==> config.mk <==
export PLATFORM = sky130hd
export DESIGN_NAME = display_scan_ctrl
export DESIGN_NICKNAME = d
export VERILOG_FILES = /design/src/rtl/display_scan_ctrl.sv
export SDC_FILE = /design/constraint.sdc
export NUM_CORES = 1
export LEC_CHECK = 0
export ABC_AREA = 1
export BUFFER_PORTS_ARGS = -buffer_cell sky130_fd_sc_hd__buf_2
export CAP_MARGIN = 0
export CORE_UTILIZATION = 30
export CTS_CLUSTER_DIAMETER = 50
export DETAILED_ROUTE_END_ITERATION = 8
export PLACE_DENSITY = 0.45
export SYNTH_ARGS = -nofsm -noshare
export SYNTH_HDL_FRONTEND = slang
export SYNTH_SLANG_ARGS = --single-unit
export TNS_END_PERCENT = 5
==> constraint.sdc <==
create_clock -name clk -period 1.95 [get_ports clk]
set_input_delay 0.39 -clock clk [delete_from_list [all_inputs] [get_ports clk]]
set_output_delay 0.39 -clock clk [all_outputs]
set_load 0.02 [all_outputs]
==> src/rtl/display_scan_ctrl.sv <==
// display_scan_ctrl
// Converts a signed-magnitude binary value to per-digit decoder codes using a
// sequential shift-add-3 conversion. It then time-multiplexes those codes across
// DIGITS common-anode digits that share a single 7-segment decoder.
// Decoder codes: 0-9 digit, 10 dash, 11 blank.

module display_scan_ctrl #(
    parameter int DIGITS      = 4,
    parameter int WIDTH       = 14,
    parameter int REFRESH_DIV = 50000
) (
    input  logic              clk,
    input  logic              rst_n,
    input  logic [WIDTH-1:0]  value,
    input  logic              neg,
    input  logic              load,
    output logic              busy,
    output logic              done,
    output logic [3:0]        digit_code,
    output logic [DIGITS-1:0] anode
);

    localparam int BCD_W = 4 * DIGITS;
    localparam int SEL_W = (DIGITS > 1) ? $clog2(DIGITS) : 1;
    localparam int REF_W = (REFRESH_DIV > 1) ? $clog2(REFRESH_DIV) : 1;
    localparam int CNT_W = $clog2(WIDTH + 1);

    localparam logic [3:0] CODE_DASH  = 4'd10;
    localparam logic [3:0] CODE_BLANK = 4'd11;

    typedef enum logic [1:0] {
        ST_IDLE   = 2'd0,
        ST_SHIFT  = 2'd1,
        ST_FORMAT = 2'd2
    } state_t;

    // 10^n as a 64-bit constant; used only for the overflow limits
    function automatic logic [63:0] pow10(input int n);
        logic [63:0] r;
        r = 64'd1;
        for (int i = 0; i < n; i++) begin
            r = r * 64'd10;
        end
        return r;
    endfunction

    // Largest magnitude that fits: all digits for positive values, one digit
    // fewer for negative values because the leading digit holds the dash.
    localparam logic [63:0] LIM_POS = pow10(DIGITS) - 64'd1;
    localparam logic [63:0] LIM_NEG = pow10(DIGITS - 1) - 64'd1;

    // One double-dabble step: correct every nibble >= 5, then shift {bcd,bin} left
    function automatic logic [BCD_W+WIDTH-1:0] dd_step(input logic [BCD_W-1:0] bcd,
                                                       input logic [WIDTH-1:0] bin);
        logic [BCD_W-1:0] adj;
        adj = bcd;
        for (int i = 0; i < DIGITS; i++) begin
            if (adj[i*4 +: 4] >= 4'd5) begin
                adj[i*4 +: 4] = adj[i*4 +: 4] + 4'd3;
            end else begin
                adj[i*4 +: 4] = adj[i*4 +: 4];
            end
        end
        return {adj, bin} << 1'b1;
    endfunction

    // Turn the finished BCD into displayed codes: dashes on overflow, blanking
    // above the leading digit, and a sign dash just left of it for nonzero negatives.
    function automatic logic [BCD_W-1:0] format_digits(input logic [BCD_W-1:0] bcd,
                                                       input logic             is_neg,
                                                       input logic             is_ovf);
        logic [BCD_W-1:0] r;
        int               m;
        logic             nz;
        r  = '0;
        m  = 0;
        nz = |bcd;
        for (int i = 0; i < DIGITS; i++) begin
            if (bcd[i*4 +: 4] != 4'd0) begin
                m = i;
            end else begin
                m = m;
            end
        end
        for (int i = 0; i < DIGITS; i++) begin
            if (is_ovf) begin
                r[i*4 +: 4] = CODE_DASH;
            end else if (i <= m) begin
                r[i*4 +: 4] = bcd[i*4 +: 4];
            end else if (is_neg && nz && (i == m + 1)) begin
                r[i*4 +: 4] = CODE_DASH;
            end else begin
                r[i*4 +: 4] = CODE_BLANK;
            end
        end
        return r;
    endfunction

    state_t             state_r;
    logic [WIDTH-1:0]   bin_r;
    logic [BCD_W-1:0]   bcd_r;
    logic               neg_r;
    logic               ovf_r;
    logic [CNT_W-1:0]   cnt_r;
    logic               busy_r;
    logic               done_r;
    logic [BCD_W-1:0]   shadow_r;
    logic [REF_W-1:0]   ref_cnt_r;
    logic [SEL_W-1:0]   sel_r;
    logic [DIGITS-1:0]  anode_r;
    logic [3:0]         digit_code_r;

    logic [BCD_W-1:0]   shadow_nxt_s;
    logic [SEL_W-1:0]   sel_nxt_s;
    logic               ref_tc_s;
    logic               ovf_s;
    logic [63:0]        value_ext_s;

    // Next shadow contents, next scan position and the capture-time overflow decision
    always_comb begin
        shadow_nxt_s = shadow_r;
        sel_nxt_s    = sel_r;
        value_ext_s  = 64'(value);
        if (state_r == ST_FORMAT) begin
            shadow_nxt_s = format_digits(bcd_r, neg_r, ovf_r);
        end else begin
            shadow_nxt_s = shadow_r;
        end
        ref_tc_s = (ref_cnt_r == REF_W'(REFRESH_DIV - 1));
        if (ref_tc_s) begin
            if (sel_r == SEL_W'(DIGITS - 1)) begin
                sel_nxt_s = '0;
            end else begin
                sel_nxt_s = sel_r + SEL_W'(1);
            end
        end else begin
            sel_nxt_s = sel_r;
        end
        if (neg) begin
            ovf_s = (value_ext_s > LIM_NEG);
        end else begin
            ovf_s = (value_ext_s > LIM_POS);
        end
    end

    // Conversion FSM: capture, WIDTH shift-add-3 steps, then one atomic shadow update
    always_ff @(posedge clk or negedge rst_n) begin
        if (!rst_n) begin
            state_r  <= ST_IDLE;
            bin_r    <= '0;
            bcd_r    <= '0;
            neg_r    <= 1'b0;
            ovf_r    <= 1'b0;
            cnt_r    <= '0;
            busy_r   <= 1'b0;
            done_r   <= 1'b0;
            shadow_r <= {DIGITS{CODE_BLANK}};
        end else begin
            shadow_r <= shadow_nxt_s;
            done_r   <= 1'b0;
            case (state_r)
                ST_IDLE: begin
                    if (load) begin
                        bin_r   <= value;
                        bcd_r   <= '0;
                        neg_r   <= neg;
                        ovf_r   <= ovf_s;
                        cnt_r   <= CNT_W'(WIDTH);
                        busy_r  <= 1'b1;
                        state_r <= ST_SHIFT;
                    end else begin
                        busy_r  <= 1'b0;
                        state_r <= ST_IDLE;
                    end
                end
                ST_SHIFT: begin
                    {bcd_r, bin_r} <= dd_step(bcd_r, bin_r);
                    cnt_r          <= cnt_r - CNT_W'(1);
                    if (cnt_r == CNT_W'(1)) begin
                        state_r <= ST_FORMAT;
                    end else begin
                        state_r <= ST_SHIFT;
                    end
                end
                ST_FORMAT: begin
                    busy_r  <= 1'b0;
                    done_r  <= 1'b1;
                    state_r <= ST_IDLE;
                end
                default: begin
                    busy_r  <= 1'b0;
                    state_r <= ST_IDLE;
                end
            endcase
        end
    end

    // Free-running refresh scan; digit_code follows the next shadow so new digits show with done
    always_ff @(posedge clk or negedge rst_n) begin
        if (!rst_n) begin
            ref_cnt_r    <= '0;
            sel_r        <= '0;
            anode_r      <= ~(DIGITS'(1));
            digit_code_r <= CODE_BLANK;
        end else begin
            if (ref_tc_s) begin
                ref_cnt_r <= '0;
            end else begin
                ref_cnt_r <= ref_cnt_r + REF_W'(1);
            end
            sel_r        <= sel_nxt_s;
            anode_r      <= ~(DIGITS'(1) << sel_nxt_s);
            digit_code_r <= shadow_nxt_s[int'(sel_nxt_s)*4 +: 4];
        end
    end

    assign busy       = busy_r;
    assign done       = done_r;
    assign digit_code = digit_code_r;
    assign anode      = anode_r;

endmodule
; After elaboration in Yosys (flattened, before gate mapping)
; Cells that the tools add are included.
[totals]
register_bits = 82
input_bits = 18
out_inout_bits = 10
word_cells = 94
[op_classes]
addsub = 8
magnitude_cmp = 10
eq_ne = 9
shift = 2
muxes = 37
bitwise = 1
reduce_logical = 14
[op_table]
columns = op, count
row1 = $eq A3 B32 Y1 const A, 2
row2 = $le A3 B32 Y1 const A, 2
row3 = $mux W32, 2
row4 = $mux W16, 3
row5 = $mux W4, 12
row6 = $add A32 B2 Y32 const B, 1
row7 = $eq A2 B32 Y1 const A, 1
row8 = $le A1 B32 Y1 const A, 1
row9 = $le A2 B32 Y1 const A, 1
row10 = $logic_not A32 Y1, 1
row11 = $pmux W16 S2, 1
row12 = $pmux W14 S2, 1
row13 = $add A16 B1 Y16 const B, 1
row14 = $eq A16 B16 Y1 const B, 1
row15 = $ge A4 B3 Y1 const B, 4
row16 = $reduce_or A16 Y1, 1
row17 = $shiftx A16 B5 Y4, 1
row18 = $gt A14 B10 Y1 const B, 1
row19 = $gt A14 B14 Y1 const B, 1
row20 = $mux W14, 1
row21 = $add A4 B2 Y4 const B, 3
row22 = $reduce_bool A4 Y1, 3
row23 = $mux W1, 9
row24 = $mux W2, 4
row25 = other kinds (17), 23

; Longest topological paths before layout
[logic_depth]
depth_word = 13
mapped_depth = 12
ltp_nobuf = 12

; Least setup slack after synthesis
; OpenSTA, ideal clock, no wires.
[synth_path]
kind = register -> register
from = register ref_cnt_r[0]
to = register ref_cnt_r[12]
setup_ps = 120
arrival_time_ps = 1348
required_ps = 1830
setup_slack_ps = 482
stages_incl_launch_ff = 9
n_path_buf = 0
synth_period_minus_slack_ps = 1468
path_cell_list = dfrtp_1 > ha_1 > nand3_2 > nor2_1 > nand2_1 > nor3_2 > nand3_1 > o21ai_0 > inv_1
[synth_between]
elab_chain_len = 2
word_cells_on_any_way = 3
cone_classes = 1 x add/sub / 1 x eq/ne / 1 x mux
[synth_lines]
columns = item, line
row1 = from (decl), 108  ; logic [REF_W-1:0] ref_cnt_r;
row2 = from (signal assigned), 209  ; ref_cnt_r <= ref_cnt_r + REF_W'(1);
row3 = $add A16 B1 Y16 / $eq A16 B16 Y1 (equally long branches), "209, 129"
row4 = $mux W16 *, 206  ; if (ref_tc_s) begin
; Mark *: on every way between the ends. The rest lies on a longest branch, timed or not.
; A chain may end at the register's enable or synchronous reset.

; Worst setup path in the final report
[layout_path]
from = register bcd_r[8]
to = register digit_code_r[3] (netlist: digit_code[3])
[layout_between]
elab_chain_len = 9
word_cells_on_any_way = 18
cone_classes = 4 x order compare / 1 x shift / 12 x mux / 1 x reduce/logical
[layout_lines]
columns = item, line
row1 = from (decl), 101  ; logic [BCD_W-1:0] bcd_r;
row2 = from (signal assigned), 177  ; {bcd_r, bin_r} <= dd_step(bcd_r, bin_r);
row3 = $reduce_bool A4 Y1, 79  ; if (bcd[i*4 +: 4] != 4'd0) begin
row4 = $mux W2, 79
row5 = $mux W32, 79
row6 = $mux W32, 124  ; if (state_r == ST_FORMAT) begin
row7 = $le A2 B32 Y1, 88  ; end else if (i <= m) begin
row8 = $mux W4, 88
row9 = $mux W4, 86  ; if (is_ovf) begin
row10 = $mux W16, 124
row11 = net shadow_nxt_s[7], 113  ; logic [BCD_W-1:0] shadow_nxt_s;
row12 = $shiftx A16 B5 Y4, 213  ; digit_code_r <= shadow_nxt_s[int'(sel_nxt_s)*4 +: 4];
row13 = to (signal assigned), 213
row14 = to (decl), 111  ; logic [3:0] digit_code_r;
; The timed path passes the listed nets, and every way through them passes these cells. The select of a mux whose other input is x is not followed.

==> impl_metrics.py <==
metrics = {
    "worst_setup_path": {
        "arrival_ns": 2.02,
        "critPathCaptureType": "flop",
        "critPathKind": "flop to flop",
        "crit_path_start_kind": "flop",
        "reg2reg_from": "bcd_r[8]",
        "crit_path_max_fanout": 5,
        "path_delay_family": "simple AND/OR/NAND/NOR gates",
        "cp-startpoint": "bcd_r[8]",
        "crit_path_top_delay_cell": "dfrtp_1",
        "crit_chain": "inv_1 > ha_1 > nand3_1 > nor2_1 > nand2_1 > a21oi_1 > nand2_1 > nand2_1 > nand2_1 > nand2_1",
        "crit_top_cell": "nand2_1",
        "crit_required_ns": 2.23,
        "slowest_delay_ns": 0.40,
        "critPathBufInv": 1,
    },
    "power": {
        "powerDensity_mw_per_mm2": 1389,
        "p_leak_nw": 2.426,
        "peakVddDrop_mv": 0.6548,
    },
    "clocking": {
        "clock-sinks": 82,
        "cts_made_buffers": 9,
        "clk_pin_slew_ns": 0.07,
        "htreeDepth": 3,
        "insertion_delay_ns": 0.34,
        "cts_buffer_depth": 2,
        "cts_tree": "built",
        "cts-root-buf": "clkbuf_16",
        "post-cts-setup-buffers": 0,
    },
    "sta": {
        "max_freq_ghz": 0.5747,
        "setup_viol": 0,
        "rsz0062_at_grt": "no",
        "hold_viol": 0,
        "final.period_utilization_pct": 89.23,
        "relSlewSlack_pct": 68.59,
        "tightest_slew_ns": 0.4707,
        "whs_ns": 0.06691,
        "fin_worst_skew_ns": 0.009097,
        "tns_ns": 0,
        "min_period_ns": 1.740,
        "drv_slew": 0,
    },
    "outcome": {
        "outcome": "finished clean",
    },
    "synthesis": {
        "yosys_warnings": 0,
        "synth_cells": 486,
        "ys_ff_latch": 82,
        "syn_nets": 519,
        "synth_commonest_cells": "104 x nand2_1, 67 x inv_1, 64 x dfrtp_1",
        "async_flop_share_pct": 100.0,
        "synthTopCellsByArea": "dfrtp_1 38%, dfstp_2 11%, nand2_1 9.4%, inv_1 6.0%, ha_1 4.5%",
        "synth_most_common_cell": "nand2_1",
        "synth_edf_count": 0,
        "synth-seq-area-share_pct": 49.76,
        "synth.distinct_cells": 44,
        "synth_top_area_cell": "dfrtp_1",
        "syn_avg_cell_area_um2": 8.578,
        "synth_top_area_share_pct": 38.42,
        "syn_area_mm2": 0.004169,
        "ys.flop_type": "dfrtp_1",
    },
    "final_layout": {
        "areaGrowthSynthToFinish_pct": 15.94,
        "drive_above_1_share_pct": 16.98,
        "nNetsFinal": 552,
        "fillCellCount": 1404,
        "n_antenna_cell": 0,
    },
    "floorplanning": {
        "die_w_um": 119.9,
        "die_y_um": 119.9,
        "dieArea_mm2": 0.01437,
        "core.rowCount": 42,
        "start_util_pct": 31.11,
        "coreArea_mm2": 0.01340,
        "io_pins": 28,
    },
    "global_routing": {
        "grt_use_total_pct": 13.95,
        "grt_max_degree": 83,
        "antenna_found_initial": 0,
        "overflow": 0,
        "grt_pass1_wl_mm": 15.75,
        "grt_pass1_vias": 3242,
    },
    "hold_path": {
        "hold_path.class": "input port to async pin",
    },
    "placed_design": {
        "port_buffers": 27,
        "dp_hpwl_mm": 6.195,
        "gp_routability_congestion": 0.7334,
    },
    "detailed_routing": {
        "dr.pass1.iters": 4,
        "finalWirelength_mm": 8.934,
        "viasPerCell": 4.594,
        "antenna_left": 0,
        "drtIter0Drc": 133,
        "remaining_drc_errors": 0,
        "wire_per_inst_um": 12.76,
        "num_vias": 3216,
    },
    "run": {
        "cap_viol_max_count": 0,
    },
}
==> registers in the layout, indices dropped and copies added, names as in the netlist <==
| name | cells |
|---|---|
| neg_r | 1 |
| state_r | 2 |
| bin_r | 14 |
| anode | 4 |
| shadow_r | 16 |
| digit_code | 4 |
| ref_cnt_r | 16 |
| cnt_r | 4 |
| bcd_r | 16 |
| ovf_r | 1 |
| done | 1 |
| busy | 1 |
| sel_r | 2 |
==> final cells by class <==
type	instances	area, µm²	area share [%]
clock buffer	14	254.0	5.255
clock inverter	2	37.54	0.7766
inverter	75	282.8	5.850
multi-input combinational	319	1764	36.50
sequential	82	2074	42.92
tap	176	220.2	4.556
timing repair buffer	32	200.2	4.142
==> logic make-up after synthesis <==
group,count (synthesis),share of synthesized area (%)
XOR/XNOR,9,1.891
adder cells (fa/ha/maj),15,4.502
AO/OA/AOI/OAI,86,12.19
buffers and inverters,85,8.073
AND/OR/NAND/NOR,209,23.59
flip-flops,82,49.76
==> layout by cell type (no fill, tap or decap), drive strengths merged, types with 2 or more instances in the layout <==
master	synthesis	routed
nand2	112	112
inv	73	73
dfrtp	64	64
nor2	48	48
o21ai	38	38
buf	6	32
nand3	27	27
dfstp	18	18
a21oi	17	17
ha	15	15
clkbuf	4	14
o211ai	10	10
nor3	9	9
xor2	8	8
o22ai	6	6
nor3b	4	4
nand4	3	3
nor4	3	3
o31ai	3	3
a31oi	2	2
a31o	2	2
a221oi	2	2
o32ai	2	2
clkinv	2	2
nand3b	2	2
==> through the flow <==
step	utilization (%)	power [mW]	instance area [µm²]	setup slack, ns	std cells
after floorplan	-	4.388	4169	0.4820	486
after global placement	33.87	5.015	4538	0.1895	684
after detailed placement	33.87	5.048	4538	0.1834	684
after CTS	36.04	6.815	4830	0.1547	700
after global routing	36.07	7.289	4833	0.01633	700
final	36.07	6.715	4833	0.2100	700
==> worst paths after layout <==
| path | cells after the start | slack [ns] | to |
|---|---|---|---|
| worst max-delay path | 10 | 0.21 | digit_code[3] |
| worst min-delay path | 2 | 0.07 | ref_cnt_r[11] |
| worst max register to register | 10 | 0.21 | digit_code[3] |
| worst min register to register | 1 | 0.47 | ref_cnt_r[0] |
| max in group asynchronous | 2 | 1.51 | shadow_r[11] |
| min in group clk | 3 | 0.29 | bin_r[0] |
==> metal layers <==
metal | routed length (µm) | vias to the layer above | GRT usage [%] | share of wire (%)
met5 | 0 | - | 0 | 0
met4 | 132 | 0 | 3.984 | 1.5
met3 | 346 | 9 | 4.278 | 3.9
met2 | 3922 | 56 | 21.78 | 44
met1 | 4533 | 1506 | 18.58 | 51
li1 | - | 1645 | - | -
==> report_power, final <==
group	switching [mW]	internal, mW	leakage, nW
logic	1.51	0.888	1.31
clock network	0.677	1.03	0.137
registers	0.285	2.33	0.983
==> repair_timing <==
action                                  in CTS  in global routing
hold buffers                                 0                  0
resized for setup                            0                  1
endpoints found under the setup margin       0                  1
(Power assumes the default switching activity.)
